## src/rtl/inout8_bus_ctrl.sv

```systemverilog
// 8080-style 8-bit parallel bus sequencer.
// Runs one single-byte read or write at a time with programmable setup,
// strobe and hold lengths. Idle turnaround cycles are inserted whenever the
// transfer direction changes, so the pin driver and the peripheral never
// drive the data lines at the same time. Every output comes straight from a
// flop; the next output values are decoded from the next state.
module inout8_bus_ctrl #(
    parameter int unsigned SETUP_CYC  = 1,
    parameter int unsigned STROBE_CYC = 2,
    parameter int unsigned HOLD_CYC   = 1,
    parameter int unsigned TURN_CYC   = 2
) (
    input  logic       clock,
    input  logic       reset,
    input  logic       req_valid,
    output logic       req_ready,
    input  logic       req_write,
    input  logic       req_rs,
    input  logic [7:0] req_data,
    output logic       rsp_valid,
    output logic [7:0] rsp_data,
    output logic [7:0] io_write,
    output logic       io_write_enable,
    input  logic [7:0] io_read,
    output logic       bus_cs_n,
    output logic       bus_rs,
    output logic       bus_wr_n,
    output logic       bus_rd_n
);

    typedef enum logic [2:0] {
        ST_IDLE   = 3'd0,
        ST_TURN   = 3'd1,
        ST_SETUP  = 3'd2,
        ST_STROBE = 3'd3,
        ST_HOLD   = 3'd4
    } state_t;

    state_t     state_reg, state_next;

    // Latched request fields.
    logic       lat_write_reg, lat_write_next;
    logic       lat_rs_reg, lat_rs_next;
    logic [7:0] lat_data_reg, lat_data_next;

    // Direction of the last transfer that owned the bus: 0 = read, 1 = write.
    logic       last_dir_reg, last_dir_next;

    // Registered outputs.
    logic       req_ready_reg, req_ready_next;
    logic       rsp_valid_reg, rsp_valid_next;
    logic [7:0] rsp_data_reg, rsp_data_next;
    logic [7:0] io_write_reg, io_write_next;
    logic       oe_reg, oe_next;
    logic       cs_n_reg, cs_n_next;
    logic       bus_rs_reg, bus_rs_next;
    logic       wr_n_reg, wr_n_next;
    logic       rd_n_reg, rd_n_next;

    logic       accept;

    // Per-state "last cycle of this state" flags: 0 TURN, 1 SETUP, 2 STROBE, 3 HOLD.
    logic [3:0] cnt_zero;

    // One down-counter per timed state. It is loaded with (length - 1) on the
    // edge that enters the state and counts down while the state is held, so
    // the state exits on the edge where its counter reads zero.
    generate
        for (genvar gi = 0; gi < 4; gi++) begin : g_cnt
            localparam int unsigned LEN = (gi == 0) ? TURN_CYC  :
                                          (gi == 1) ? SETUP_CYC :
                                          (gi == 2) ? STROBE_CYC : HOLD_CYC;
            localparam logic [3:0] LOAD_VAL = 4'(LEN - 1);
            localparam state_t     MY_STATE = state_t'(3'(gi + 1));

            logic [3:0] cnt_reg;

            // Load on entry, decrement while dwelling in the state.
            always_ff @(posedge clock) begin
                if (reset) begin
                    cnt_reg <= 4'd0;
                end else if (state_next == MY_STATE && state_reg != MY_STATE) begin
                    cnt_reg <= LOAD_VAL;
                end else if (state_reg == MY_STATE && cnt_reg != 4'd0) begin
                    cnt_reg <= cnt_reg - 4'd1;
                end
            end

            assign cnt_zero[gi] = (cnt_reg == 4'd0);
        end
    endgenerate

    // State, latched request and output registers.
    always_ff @(posedge clock) begin
        if (reset) begin
            state_reg     <= ST_IDLE;
            lat_write_reg <= 1'b0;
            lat_rs_reg    <= 1'b0;
            lat_data_reg  <= 8'h00;
            last_dir_reg  <= 1'b0;
            req_ready_reg <= 1'b1;
            rsp_valid_reg <= 1'b0;
            rsp_data_reg  <= 8'h00;
            io_write_reg  <= 8'h00;
            oe_reg        <= 1'b0;
            cs_n_reg      <= 1'b1;
            bus_rs_reg    <= 1'b0;
            wr_n_reg      <= 1'b1;
            rd_n_reg      <= 1'b1;
        end else begin
            state_reg     <= state_next;
            lat_write_reg <= lat_write_next;
            lat_rs_reg    <= lat_rs_next;
            lat_data_reg  <= lat_data_next;
            last_dir_reg  <= last_dir_next;
            req_ready_reg <= req_ready_next;
            rsp_valid_reg <= rsp_valid_next;
            rsp_data_reg  <= rsp_data_next;
            io_write_reg  <= io_write_next;
            oe_reg        <= oe_next;
            cs_n_reg      <= cs_n_next;
            bus_rs_reg    <= bus_rs_next;
            wr_n_reg      <= wr_n_next;
            rd_n_reg      <= rd_n_next;
        end
    end

    // Next-state logic, read capture, and output decode from the next state.
    always_comb begin
        state_next     = state_reg;
        lat_write_next = lat_write_reg;
        lat_rs_next    = lat_rs_reg;
        lat_data_next  = lat_data_reg;
        last_dir_next  = last_dir_reg;
        rsp_valid_next = 1'b0;
        rsp_data_next  = rsp_data_reg;
        accept         = req_valid && req_ready_reg;

        case (state_reg)
            ST_IDLE: begin
                if (accept) begin
                    lat_write_next = req_write;
                    lat_rs_next    = req_rs;
                    lat_data_next  = req_data;
                    state_next     = (req_write != last_dir_reg) ? ST_TURN : ST_SETUP;
                end
            end
            ST_TURN: begin
                if (cnt_zero[0]) begin
                    state_next    = ST_SETUP;
                    last_dir_next = lat_write_reg;
                end
            end
            ST_SETUP: begin
                if (cnt_zero[1]) begin
                    state_next = ST_STROBE;
                end
            end
            ST_STROBE: begin
                if (cnt_zero[2]) begin
                    state_next = ST_HOLD;
                    // Sample the pins while rd_n is still low.
                    if (!lat_write_reg) begin
                        rsp_valid_next = 1'b1;
                        rsp_data_next  = io_read;
                    end
                end
            end
            ST_HOLD: begin
                if (cnt_zero[3]) begin
                    state_next = ST_IDLE;
                end
            end
            default: begin
                state_next = ST_IDLE;
            end
        endcase

        // Idle/turnaround values: bus released, strobes high, driver off.
        req_ready_next = (state_next == ST_IDLE);
        cs_n_next      = 1'b1;
        wr_n_next      = 1'b1;
        rd_n_next      = 1'b1;
        oe_next        = 1'b0;
        io_write_next  = io_write_reg;
        bus_rs_next    = bus_rs_reg;

        if (state_next == ST_SETUP || state_next == ST_STROBE || state_next == ST_HOLD) begin
            cs_n_next   = 1'b0;
            bus_rs_next = lat_rs_next;
            if (lat_write_next) begin
                oe_next       = 1'b1;
                io_write_next = lat_data_next;
            end
        end

        if (state_next == ST_STROBE) begin
            if (lat_write_next) begin
                wr_n_next = 1'b0;
            end else begin
                rd_n_next = 1'b0;
            end
        end
    end

    assign req_ready       = req_ready_reg;
    assign rsp_valid       = rsp_valid_reg;
    assign rsp_data        = rsp_data_reg;
    assign io_write        = io_write_reg;
    assign io_write_enable = oe_reg;
    assign bus_cs_n        = cs_n_reg;
    assign bus_rs          = bus_rs_reg;
    assign bus_wr_n        = wr_n_reg;
    assign bus_rd_n        = rd_n_reg;

endmodule

```

## config.mk

```make
export PLATFORM = sky130hd
export DESIGN_NAME = inout8_bus_ctrl
export DESIGN_NICKNAME = d
export VERILOG_FILES = /design/src/rtl/inout8_bus_ctrl.sv
export SDC_FILE = /design/constraint.sdc
export NUM_CORES = 1
export LEC_CHECK = 0
export CAP_MARGIN = 20
export CORE_ASPECT_RATIO = 0.75
export CORE_UTILIZATION = 45
export CTS_BUF_LIST = sky130_fd_sc_hd__clkbuf_2 sky130_fd_sc_hd__clkbuf_4 sky130_fd_sc_hd__clkbuf_8
export DETAILED_ROUTE_END_ITERATION = 8
export PLACE_DENSITY = 0.71
export SLEW_MARGIN = 10
export SYNTH_ARGS = -nofsm -noshare
export SYNTH_HDL_FRONTEND = slang
export SYNTH_SLANG_ARGS = --single-unit
```

## constraint.sdc

```tcl
create_clock -name clock -period 2.7 [get_ports clock]
set_clock_uncertainty 0.15 [all_clocks]
set_input_delay 0.27 -clock clock [delete_from_list [all_inputs] [get_ports clock]]
set_output_delay 0.27 -clock clock [all_outputs]
set_load 0.01 [all_outputs]
```

==> metrics.md <==
| Metric | Value |
|---|---|
| Worst path required time | 2.75 ns |
| Crit Path Category | reg2reg |
| Rows | 21 |
| Setup TNS | 0 ns |
| Number of flops mapped to enable cells by yosys | 0 |
| Initial antenna violation count | 0 |
| Via count of the first global-routing pass | between 1,500 and 2,000 |
| Crit path launch type | register |
| Post-CTS Hold Buffers | 0 |
| Total of warnings raised by yosys | 0 |
| Setup repair after global routing missed its margin | no |
| Number of antenna diodes | 0 |
| Worst Hold Path Cells | 2 |
| Post-CTS setup buffers | 0 |
| Half-perimeter wire length after detailed placement | slightly above 3000 microns |
| Root buf cell | clkbuf_8 |
| Final Critical Period | 2.34 ns |
| Worst-case register-to-register setup slack | 0.36 ns |
| Flip-flop count of the largest register after layout | 16 |
| Post-CTS sizing | 0 |
| Max layer used | met4 |
| Post-Route M1 WL | 2190 microns |
| Slowest cell on crit path | o311ai_4 |
| Effective utilization at floorplan | a little under 50% |
| Largest stage delay on the critical path | about 0.49 ns |
| Vias post-DR | approximately 1,700 |
| Max transition margin | between 60% and 70% |
| Ordered list of cells on the worst path | inv_1, ha_1, inv_1, o311ai_4, nand3_1, a32oi_4, mux2_2 |
| Clock transition at the register clock pins on the worst setup and hold paths after CTS | roughly 0.09 ns |
| Hold endpoint | last_dir_reg |
| Share of total power in the clock network | 26.2% |
| Setup Viol. Count Final | 0 |
| TritonCTS clock tree | yes |
| Quantity of I/O buffers inserted on ports | 43 |
| Register bit count reported by yosys | 53 |
| H-tree lvl count | 2 |
| Share of async-settable or async-resettable flops after synthesis | 0% |
| Beginning of the worst register-to-register path | g_cnt[3].cnt_reg[0] |
| Iteration-0 DRC count of the detailed router | 74 |
| Top cell type by total area after synthesis | dfxtp_1 |
| Leakage | approximately 1.1 nW |
| Proportion of total power due to net switching | between 20% and 30% |
| Number of remaining DRC errors | 0 |
| Most frequent CP cell | inv_1 |
| Overall die area | ~0.0052 sq mm |
| Portion of synthesized cell area occupied by the leading cell type | a little under half |
| Floorplan die width | 83.2 microns |
| Synth Instances | 222 |
| Hold Fails Final Rpt | 0 |
| Most repeated cell in the gate-level netlist after synthesis | dfxtp_1 |
| Average routed wire per standard cell | approximately 13 microns |
| Achievable Freq | ~0.43 GHz |
| Proportion of synthesized chip area in sequential cells | between 40% and 50% |
| Power after layout | between 2 and 2.5 mW |
| Wire length after detailed routing | roughly 4200 microns |
| Outcome | completed |
| Number of library cell types mapped by synthesis | 43 |
| Main flop type after synthesis | dfxtp_1 |
| Final number of max-transition violations | 0 |
| Reg power frac | around 44% |
| Top post-synthesis cells by count | 53 x dfxtp_1, 38 x nor2_1, 19 x mux2i_1, 12 x nor2b_1, 11 x nand2_1 |
| Clock latency of the later-clocked register in the worst-skew pair | about 0.30 ns |
| Final core area utilization | around 62% |
| Area of the mapped netlist | about 0.0022 sq mm |
| Met2 WL | about 1800 microns |
| Wire length on met3 | around 130 microns |
| Per-cell via count in the routed design | 5.07 |
| Nature of the critical path endpoint | register |
| Sw Pwr | between 0.6 and 0.7 mW |
| Count of max-cap constraint violations | 0 |
| Internal power summed over all cells | approximately 1.5 mW |
| Placeable core area | between 0.004 and 0.005 sq mm |
| Number of nets with antenna violations after routing | 0 |
| Worst min path class | reg2reg |
| CP arrival | 2.39 ns |
| Post-Synthesis Mean Instance Area | 10.0 sq um |
| Total global routing overflow | 0 |
| Clock sink count | 53 |
| R2R depth | 7 |
| Num ports | 44 |
| Areal power density over the cells | between 700 and 800 mW/mm^2 |
| Destination of the worst register-to-register timing path | io_write[6] |
| Combinational share of power | slightly below 30% |
| Num CTS Buffers | 5 |
| Largest buffer count on any clock path | 2 |
| Synthesis-to-finish area growth | 28.0% |
| Worst Min Path Start | last_dir_reg |
| Biggest area contributors in the synthesized netlist | dfxtp_1 48%, mux2i_1 8.5%, nor2_1 6.4%, mux2_2 4.0%, nor2b_1 3.4% |
| Detailed-router iteration count before antenna repair | 4 |
| Mapped Nets | between 200 and 250 |
| Global-route usage over all layers | 17.2% |
| First-pass GRT wire length | about 7300 microns |
| Chip Height | between 60 and 70 microns |
| Least-Margin Pin Slew | approximately 0.57 ns |
| Nets@finish | between 200 and 300 |
| Gpl congestion | 0.725 |
| Maximum number of pins on one net before global-route repair | 45 |
| Critical path peak fanout | 9 |
| Largest vdd supply drop | 0.417 mV |
| Fraction of layout cells with a size suffix above 1 | ~11% |
| Final period utilization | between 80% and 90% |
[worst max path at each step]
stage | start | end | slack [ns] | cells after the start
floorplan | g_cnt[3].cnt_reg[0] | io_write[0] | 0.57 | 7
global placement | g_cnt[3].cnt_reg[0] | io_write[3] | 0.43 | 7
detailed placement | g_cnt[3].cnt_reg[0] | io_write[6] | 0.35 | 7
CTS | g_cnt[3].cnt_reg[0] | io_write[6] | 0.34 | 7
global route | g_cnt[3].cnt_reg[0] | io_write[0] | 0.23 | 7
finish | g_cnt[3].cnt_reg[0] | io_write[6] | 0.36 | 7
[power by group through the flow]
stage               combinational (mW)  clock [mW]  sequential [mW]
floorplan                        0.434           0            0.947
global placement                 0.627           0            0.952
detailed placement               0.631           0            0.954
CTS                              0.632       0.569            0.937
global route                     0.692       0.606            0.947
finish                           0.626       0.554            0.936
[layer usage]
metal,GRT usage [%],vias up
met5,0,-
met4,5.17,0
met3,4.49,4
met2,25.2,21
met1,24.5,778
li1,-,849
[through the flow]
stage | cells | worst slack (ns) | hold WS (ns) | area [sq um]
final | 326 | 0.362 | 0.343 | 2850
after global routing | 326 | 0.228 | 0.372 | 2850
after CTS | 326 | 0.344 | 0.348 | 2850
after detailed placement | 318 | 0.352 | 0.335 | 2730
after global placement | 318 | 0.433 | 0.323 | 2730
after floorplan | 222 | 0.569 | 0.267 | 2230
[cell families (layout without fill, tap and decap cells)]
group,after synthesis,after routing,share of synthesized area (%)
buf+inv,17,64,3.15
compound gates,17,17,6.97
fa+ha+maj,4,4,2.25
xor+xnor,9,9,3.54
flops,53,53,47.6
simple gates,94,94,23.4
mux,28,28,13.1
[layout make-up]
class / count / area [sq um]
Clock buffer: 6 / 82.6
Clock inverter: 2 / 37.5
Fill cell: 404 / 1750
Inverter: 10 / 37.5
Multi-Input combinational cell: 152 / 1100
Sequential cell: 53 / 1060
Tap cell: 57 / 71.3
Timing Repair Buffer: 46 / 465
[critical path: cells and delay by family, from the launching register on]
kind	cells	cell delay [ns]
flip-flops	1	0.31
multiplexers	1	0.38
AND/OR/NAND/NOR	1	0.21
AO/OA/AOI/OAI	2	0.88
buffers and inverters	2	0.15
adder cells (fa/ha/maj)	1	0.15
[layout by cell type (no fill, tap or decap), types with 8 or more instances in the layout]
master	instances
clkdlybuf4s50_1	43
dfxtp_1	53
inv_1	10
mux2_2	8
mux2i_1	19
nand2_1	11
nor2_1	38
nor2b_1	12
nor3_1	9
Note: power is estimated with default switching activity, not from simulation.
